`src/rtl/clock_gate_controller_pkg.sv`:
```
// Shared types and helpers for the multi-channel clock-gating controller.
package clock_gate_controller_pkg;

  // Per-channel gating state; encoding is visible on the debug state output.
  typedef enum logic [1:0] {
    ST_OFF   = 2'd0,
    ST_WAKE  = 2'd1,
    ST_ON    = 2'd2,
    ST_DRAIN = 2'd3
  } ch_state_e;

  // The counter holds both the wake delay and the idle hold-off,
  // so it must be wide enough for whichever is larger.
  function automatic int calc_cnt_w(input int idle_w, input int wake_cycles);
    int wake_w;
    wake_w = $clog2(wake_cycles + 1);
    return (idle_w > wake_w) ? idle_w : wake_w;
  endfunction

endpackage

```
`src/rtl/clock_gate_channel_fsm.sv`:
```
// One gated-clock channel: wake delay, on/drain tracking and output decode.
//
// Handshake: req is a level request. ack rises only once the gated clock
// is guaranteed running (wake delay elapsed) and stays high until the
// channel has fully drained back to off. Dropping req never aborts a wake;
// the channel reaches on and then drains normally. busy keeps an already
// running channel on but never wakes an off channel.
module clock_gate_channel_fsm
  import clock_gate_controller_pkg::*;
#(
  parameter int IDLE_W      = 8,
  parameter int WAKE_CYCLES = 2,
  parameter int CNT_W       = 8
) (
  input  logic              clk,
  input  logic              rst,
  input  logic              req,
  input  logic              busy,
  input  logic [IDLE_W-1:0] idle_count,
  input  logic              force_on,
  output logic              ack,
  output logic              gate_en,
  output ch_state_e         state
);

  localparam logic [CNT_W-1:0] WAKE_LOAD = CNT_W'(WAKE_CYCLES - 1);
  localparam logic [CNT_W-1:0] CNT_ONE   = CNT_W'(1);

  ch_state_e        state_q, state_d;
  logic [CNT_W-1:0] cnt_q, cnt_d;

  // State and counter registers; reset aborts any wake or drain at once.
  always_ff @(posedge clk) begin
    if (rst) begin
      state_q <= ST_OFF;
      cnt_q   <= '0;
    end else begin
      state_q <= state_d;
      cnt_q   <= cnt_d;
    end
  end

  // Next-state and counter update.
  always_comb begin
    state_d = state_q;
    cnt_d   = cnt_q;
    case (state_q)
      ST_OFF: begin
        if (req) begin
          state_d = ST_WAKE;
          cnt_d   = WAKE_LOAD;
        end
      end
      ST_WAKE: begin
        if (cnt_q == '0) begin
          state_d = ST_ON;
        end else begin
          cnt_d = cnt_q - CNT_ONE;
        end
      end
      ST_ON: begin
        if (!req && !busy) begin
          state_d = ST_DRAIN;
          cnt_d   = CNT_W'(idle_count);
        end
      end
      ST_DRAIN: begin
        // Renewed activity wins over expiry in the same cycle.
        if (req || busy) begin
          state_d = ST_ON;
        end else if (cnt_q == '0) begin
          state_d = ST_OFF;
        end else begin
          cnt_d = cnt_q - CNT_ONE;
        end
      end
      default: begin
        state_d = ST_OFF;
        cnt_d   = '0;
      end
    endcase
  end

  // Outputs decode registered state only; force_on just holds the gate open.
  assign gate_en = (state_q != ST_OFF) | force_on;
  assign ack     = (state_q == ST_ON) | (state_q == ST_DRAIN);
  assign state   = state_q;

endmodule

```
`src/rtl/clock_gate_module.sv`:
```
// Glitch-free clock gate cell: the enable is captured while the source
// clock is low, so the gated clock only ever produces whole pulses.
module clock_gate_module (
  input  logic clk,
  input  logic en,
  output logic clk_out
);

  logic en_q;

  // Capture the enable on the falling edge so it is stable for the high phase.
  always_ff @(negedge clk) begin
    en_q <= en;
  end

  assign clk_out = clk & en_q;

endmodule

```
`src/rtl/clock_gate_controller.sv`:
```
// Multi-channel clock-gating controller: one channel FSM and one gate cell
// per channel, plus a global "any clock running" indication.
module clock_gate_controller
  import clock_gate_controller_pkg::*;
#(
  parameter int NUM_CH      = 4,
  parameter int IDLE_W      = 8,
  parameter int WAKE_CYCLES = 2
) (
  input  logic                CLK_IN,
  input  logic                RESET,
  input  logic [NUM_CH-1:0]   REQ,
  input  logic [NUM_CH-1:0]   BUSY,
  input  logic [IDLE_W-1:0]   IDLE_COUNT,
  input  logic                FORCE_ON,
  output logic [NUM_CH-1:0]   ACK,
  output logic [NUM_CH-1:0]   GATE_EN,
  output logic                ANY_ON,
  output logic [NUM_CH-1:0]   CLK_OUT,
  output logic [2*NUM_CH-1:0] DBG_STATE
);

  localparam int CNT_W = calc_cnt_w(IDLE_W, WAKE_CYCLES);

  // One independent FSM plus gate cell per channel.
  for (genvar i = 0; i < NUM_CH; i++) begin : g_ch
    ch_state_e ch_state;

    clock_gate_channel_fsm #(
      .IDLE_W      (IDLE_W),
      .WAKE_CYCLES (WAKE_CYCLES),
      .CNT_W       (CNT_W)
    ) u_fsm (
      .clk        (CLK_IN),
      .rst        (RESET),
      .req        (REQ[i]),
      .busy       (BUSY[i]),
      .idle_count (IDLE_COUNT),
      .force_on   (FORCE_ON),
      .ack        (ACK[i]),
      .gate_en    (GATE_EN[i]),
      .state      (ch_state)
    );

    clock_gate_module u_gate (
      .clk     (CLK_IN),
      .en      (GATE_EN[i]),
      .clk_out (CLK_OUT[i])
    );

    assign DBG_STATE[2*i +: 2] = ch_state;
  end

  assign ANY_ON = |GATE_EN;

endmodule

```
`config.mk`:
```
export PLATFORM = sky130hd
export DESIGN_NAME = clock_gate_controller
export DESIGN_NICKNAME = d
export VERILOG_FILES = /design/src/rtl/clock_gate_controller_pkg.sv /design/src/rtl/clock_gate_channel_fsm.sv /design/src/rtl/clock_gate_module.sv /design/src/rtl/clock_gate_controller.sv
export SDC_FILE = /design/constraint.sdc
export NUM_CORES = 1
export LEC_CHECK = 0
export BUFFER_PORTS_ARGS = -buffer_cell sky130_fd_sc_hd__buf_2
export CAP_MARGIN = 40
export CORE_MARGIN = 2
export CORE_UTILIZATION = 45
export CTS_CLUSTER_DIAMETER = 100
export DETAILED_ROUTE_END_ITERATION = 10
export PLACE_DENSITY_LB_ADDON = 0.25
export SYNTH_ARGS = -nofsm -noshare
export SYNTH_HDL_FRONTEND = slang
export SYNTH_SLANG_ARGS = --single-unit
```
`constraint.sdc`:
```
create_clock -name CLK_IN -period 5.95 [get_ports CLK_IN]
set_input_delay 1.785 -clock CLK_IN [delete_from_list [all_inputs] [get_ports CLK_IN]]
set_output_delay 1.785 -clock CLK_IN [all_outputs]
set_load 0.02 [all_outputs]
```
* Word level (Yosys, flattened, before mapping) *
Index checks and enable logic that the tools add are counted.

storage, ports and cells
  register bits = 44
  output and inout port bits = 21
  logic and storage cells = 141

cells by class
  add/subtract/negate cells = 4
  equality and inequality tests = 32
  muxes and demuxes = 44
  bitwise gates (word level) = 12
  reductions and logical operators = 37

operators by type and width
  cell                                                    number
  2-to-1 mux 8 bit                                        16
  case mux 8 bit (4 select lines)                         4
  2-to-1 mux 2 bit                                        20
  zero test 8 bit                                         4
  case mux 2 bit (4 select lines)                         4
  subtractor 8 x 1 -> 8 bit (second input constant)       4
  equality test 2 bit (second input constant)             8
  inequality test 2 x 1 -> 1 bit (second input constant)  8
  inequality test 2 bit (second input constant)           8
  AND reduction 4 bit                                     4
  inequality test 3 x 1 -> 1 bit (second input constant)  4
  AND reduction 3 bit                                     4
  equality test 2 x 1 -> 1 bit (second input constant)    4
  zero test 1 bit                                         8
  zero test 2 bit                                         4
  OR 1 bit                                                8
  nonzero test 2 bit                                      4
  AND 1 bit                                               4
  logical AND 1 bit                                       4
  logical OR 1 bit                                        4
  OR reduction 4 bit                                      1

* Logic depth before layout (Yosys ltp) *
  word-level depth = 4
  depth in mapped cells = 7

* Modules after synthesis *
A second synthesis with hierarchy kept.

second synthesis, totals
  cells, all modules = 329
  area, all modules = 2,790.2 µm²

by module, submodules not included
  module                  instances  cells an instance  area each (µm²)
  clock_gate_channel_fsm  4          79                 665.6
  clock_gate_module       4          3                  30.0
  clock_gate_controller   1          1                  7.5

==> impl_results.md <==
- Hold WC Path Type: reg -> reg
- Pwr dens: between 600 and 700 mW/mm^2
- Synth warn: 0
- Max-cap viol count: 0
- Area contributors post-synth: dfxtp_1, a211oi_1, a21oi_1, ha_1, nand2_1
- Worst-skew pair later-pin latency: between 400 and 500 ps
- Die Wd: just over 80 um
- Leading cell type in the layout, fill and taps excluded: dfxtp_1
- Static Leak: between 1 and 1.5 nW
- Initial antenna violation count: 0
- CTS resizes: 0
- Mapped Cells: about 340
- Design area: approximately 0.0031 mm^2
- First-pass GRT wire length: around 11 mm
- Synth unique cells: 56
- Synthesized Nets: ~370
- Vias in the first global route: ~2,300
- Initial Util: a little under half
- Setup TNS: 0 ps
- Via count: roughly 2,700
- Async set-reset flop share out of synthesis: 0%
- Status: finished clean
- Final hold violation count: 0
- Share of cells above drive strength 1: roughly 17%
- Slew @ Worst Pin: about 770 ps
- Synth area leader: dfxtp_1
- Startpoint types: flip-flop
- Arr. time, crit path: about 4000 ps
- Placed Cells: approximately 430
- I/O pin total: 40
- DRT Wirelength: ~7.4 mm
- Setup slack, reg-to-reg: just under 2000 ps
- Max-slew headroom: between 40% and 50%
- Wire per inst: about 17 um
- Core area: 0.00592 mm^2
- Residual DRC: 0
- Final setup viols: 0
- Register area share after synthesis: around a third
- RSZ-0062 raised after global routing: no
- Final Max Slew Viols: 0
- Critical Path RT: 4160 ps
- Initial drt markers: between 200 and 250
- Cell Rows: 28
- # diodes: 0
- Dpl cell area: just under 0.003 mm^2
- Most frequent cells in the layout: dfxtp_1, buf_2, a21oi_1
- Number of synthesized register bits: 44
- Cell family with most CP delay: flip-flops
- Mapped cell area: about 0.0028 mm^2
- Post-synth top area share: between 30% and 40%
- Largest net degree at the start of global routing: 41
- Die Ht: slightly above 80 um
- Clock Skew: around 74 ps
- Layout area overhead: 11.2%
- Maximum vdd ir drop: 0.261 mV
- Crit path buffers/inverters: 1
- CTS tree: done
- Slowest cell on crit path: dfxtp_1
- Top_reg_cell synth: dfxtp_1
- Router iterations before antenna repair: 4
- Die Area: 0.00681 mm^2
- Routability Congestion: about 0.84
- Post-CTS Setup Bufs: 0
- HPWL after DPL: 5.01 mm
- Post-route insts no fill: 441
- EDFF count, synth: 0
- Mapped Avg Cell Area: a little over 8 um^2
- Post-DRT Antenna Nets: 0
- NumNets Final: 391
- Critical Path Max Stage Delay: approximately 280 ps
- Gr ovfl total: 0
- Crit-path cells: and2_1 -> buf_2
- Worst setup EP type: primary output
- IO Port Bufs: 39
- Total track usage: roughly 23%
- DR vias/cell: 6.14
- CP Class: reg -> out
- Clock slew at reported path FFs: 80 ps
- Crit-path max FO: 1
- CTS Hold Bufs: 0
[cell type report]
class / instances / area (um^2)
fillers: 567 / 2840
multi-input cells: 251 / 1660
flip-flops and latches: 44 / 881
repair buffers: 36 / 180
clock buffers: 16 / 176
well taps: 75 / 93.8
inverters: 14 / 52.6
clock inverters: 5 / 45.0
[kinds of logic after synthesis]
logic type	count (synthesis)	synth area share, %
adders and majority gates	8	3.61
muxes	3	1.13
xor gates and xnor gates	4	1.26
DFF	44	31.8
AOI/OAI and AO/OA	109	27.2
buffers and inverters	49	8.53
and+or+nand+nor	127	26.5
[power breakdown]
part | internal, mW | switching (mW)
logic | 0.372 | 0.510
registers | 0.405 | 0.178
clock network | 0.241 | 0.177
[synth_stat cells, types with 6 or more instances]
master / instances
inv_1: 14
a211oi_1: 18
buf_4: 12
clkbuf_1: 20
nor4_1: 7
a21oi_1: 26
ha_1: 8
o21ai_0: 13
or4_1: 6
o31ai_1: 7
dfxtp_1: 44
nor2b_1: 12
a21boi_0: 6
nand3_1: 10
nand2_1: 25
nor3_1: 6
nor2_1: 23
[registers in the layout, summed over array words and instances (netlist names)]
register / cells
g_ch.u_fsm.cnt_q: 32
g_ch.u_fsm.state: 8
g_ch.u_gate.en_q: 4
[metal layers]
layer	GRT usage, %	wire, um
met1	29.7	3250
met2	33.8	3290
met3	6.30	667
met4	11.0	156
met5	0	0
[final timing paths]
| path | startpoint | endpoint | cells past startpoint |
|---|---|---|---|
| max | g_ch[2].u_gate.en_q | CLK_OUT[2] | 2 |
| min | g_ch[3].u_fsm.cnt_q[7] | g_ch[3].u_fsm.cnt_q[7] | 2 |
| min reg2reg | g_ch[3].u_fsm.cnt_q[7] | g_ch[3].u_fsm.cnt_q[7] | 2 |
| max reg2reg | g_ch[1].u_fsm.state[0] | g_ch[1].u_gate.en_q | 1 |
[tightest hold or removal path, stage by stage (launching register included)]
cell and delay (ps):
dfxtp_1 320, nand2_1 50, o32ai_1 50
[metrics by stage]
step / utilization, % / setup WS [ps] / power, mW / hold slack, ps
3_3_place_gp: 48.7 / 621 / 1.51 / 450
6_report: 52.1 / 138 / 1.88 / 467
4_1_cts: 52.1 / 134 / 1.88 / 473
2_1_floorplan: - / 638 / 1.36 / 439
5_1_grt: 52.1 / 96.1 / 2.03 / 497
3_5_place_dp: 48.8 / 610 / 1.52 / 463
(Power assumes the default switching activity.)
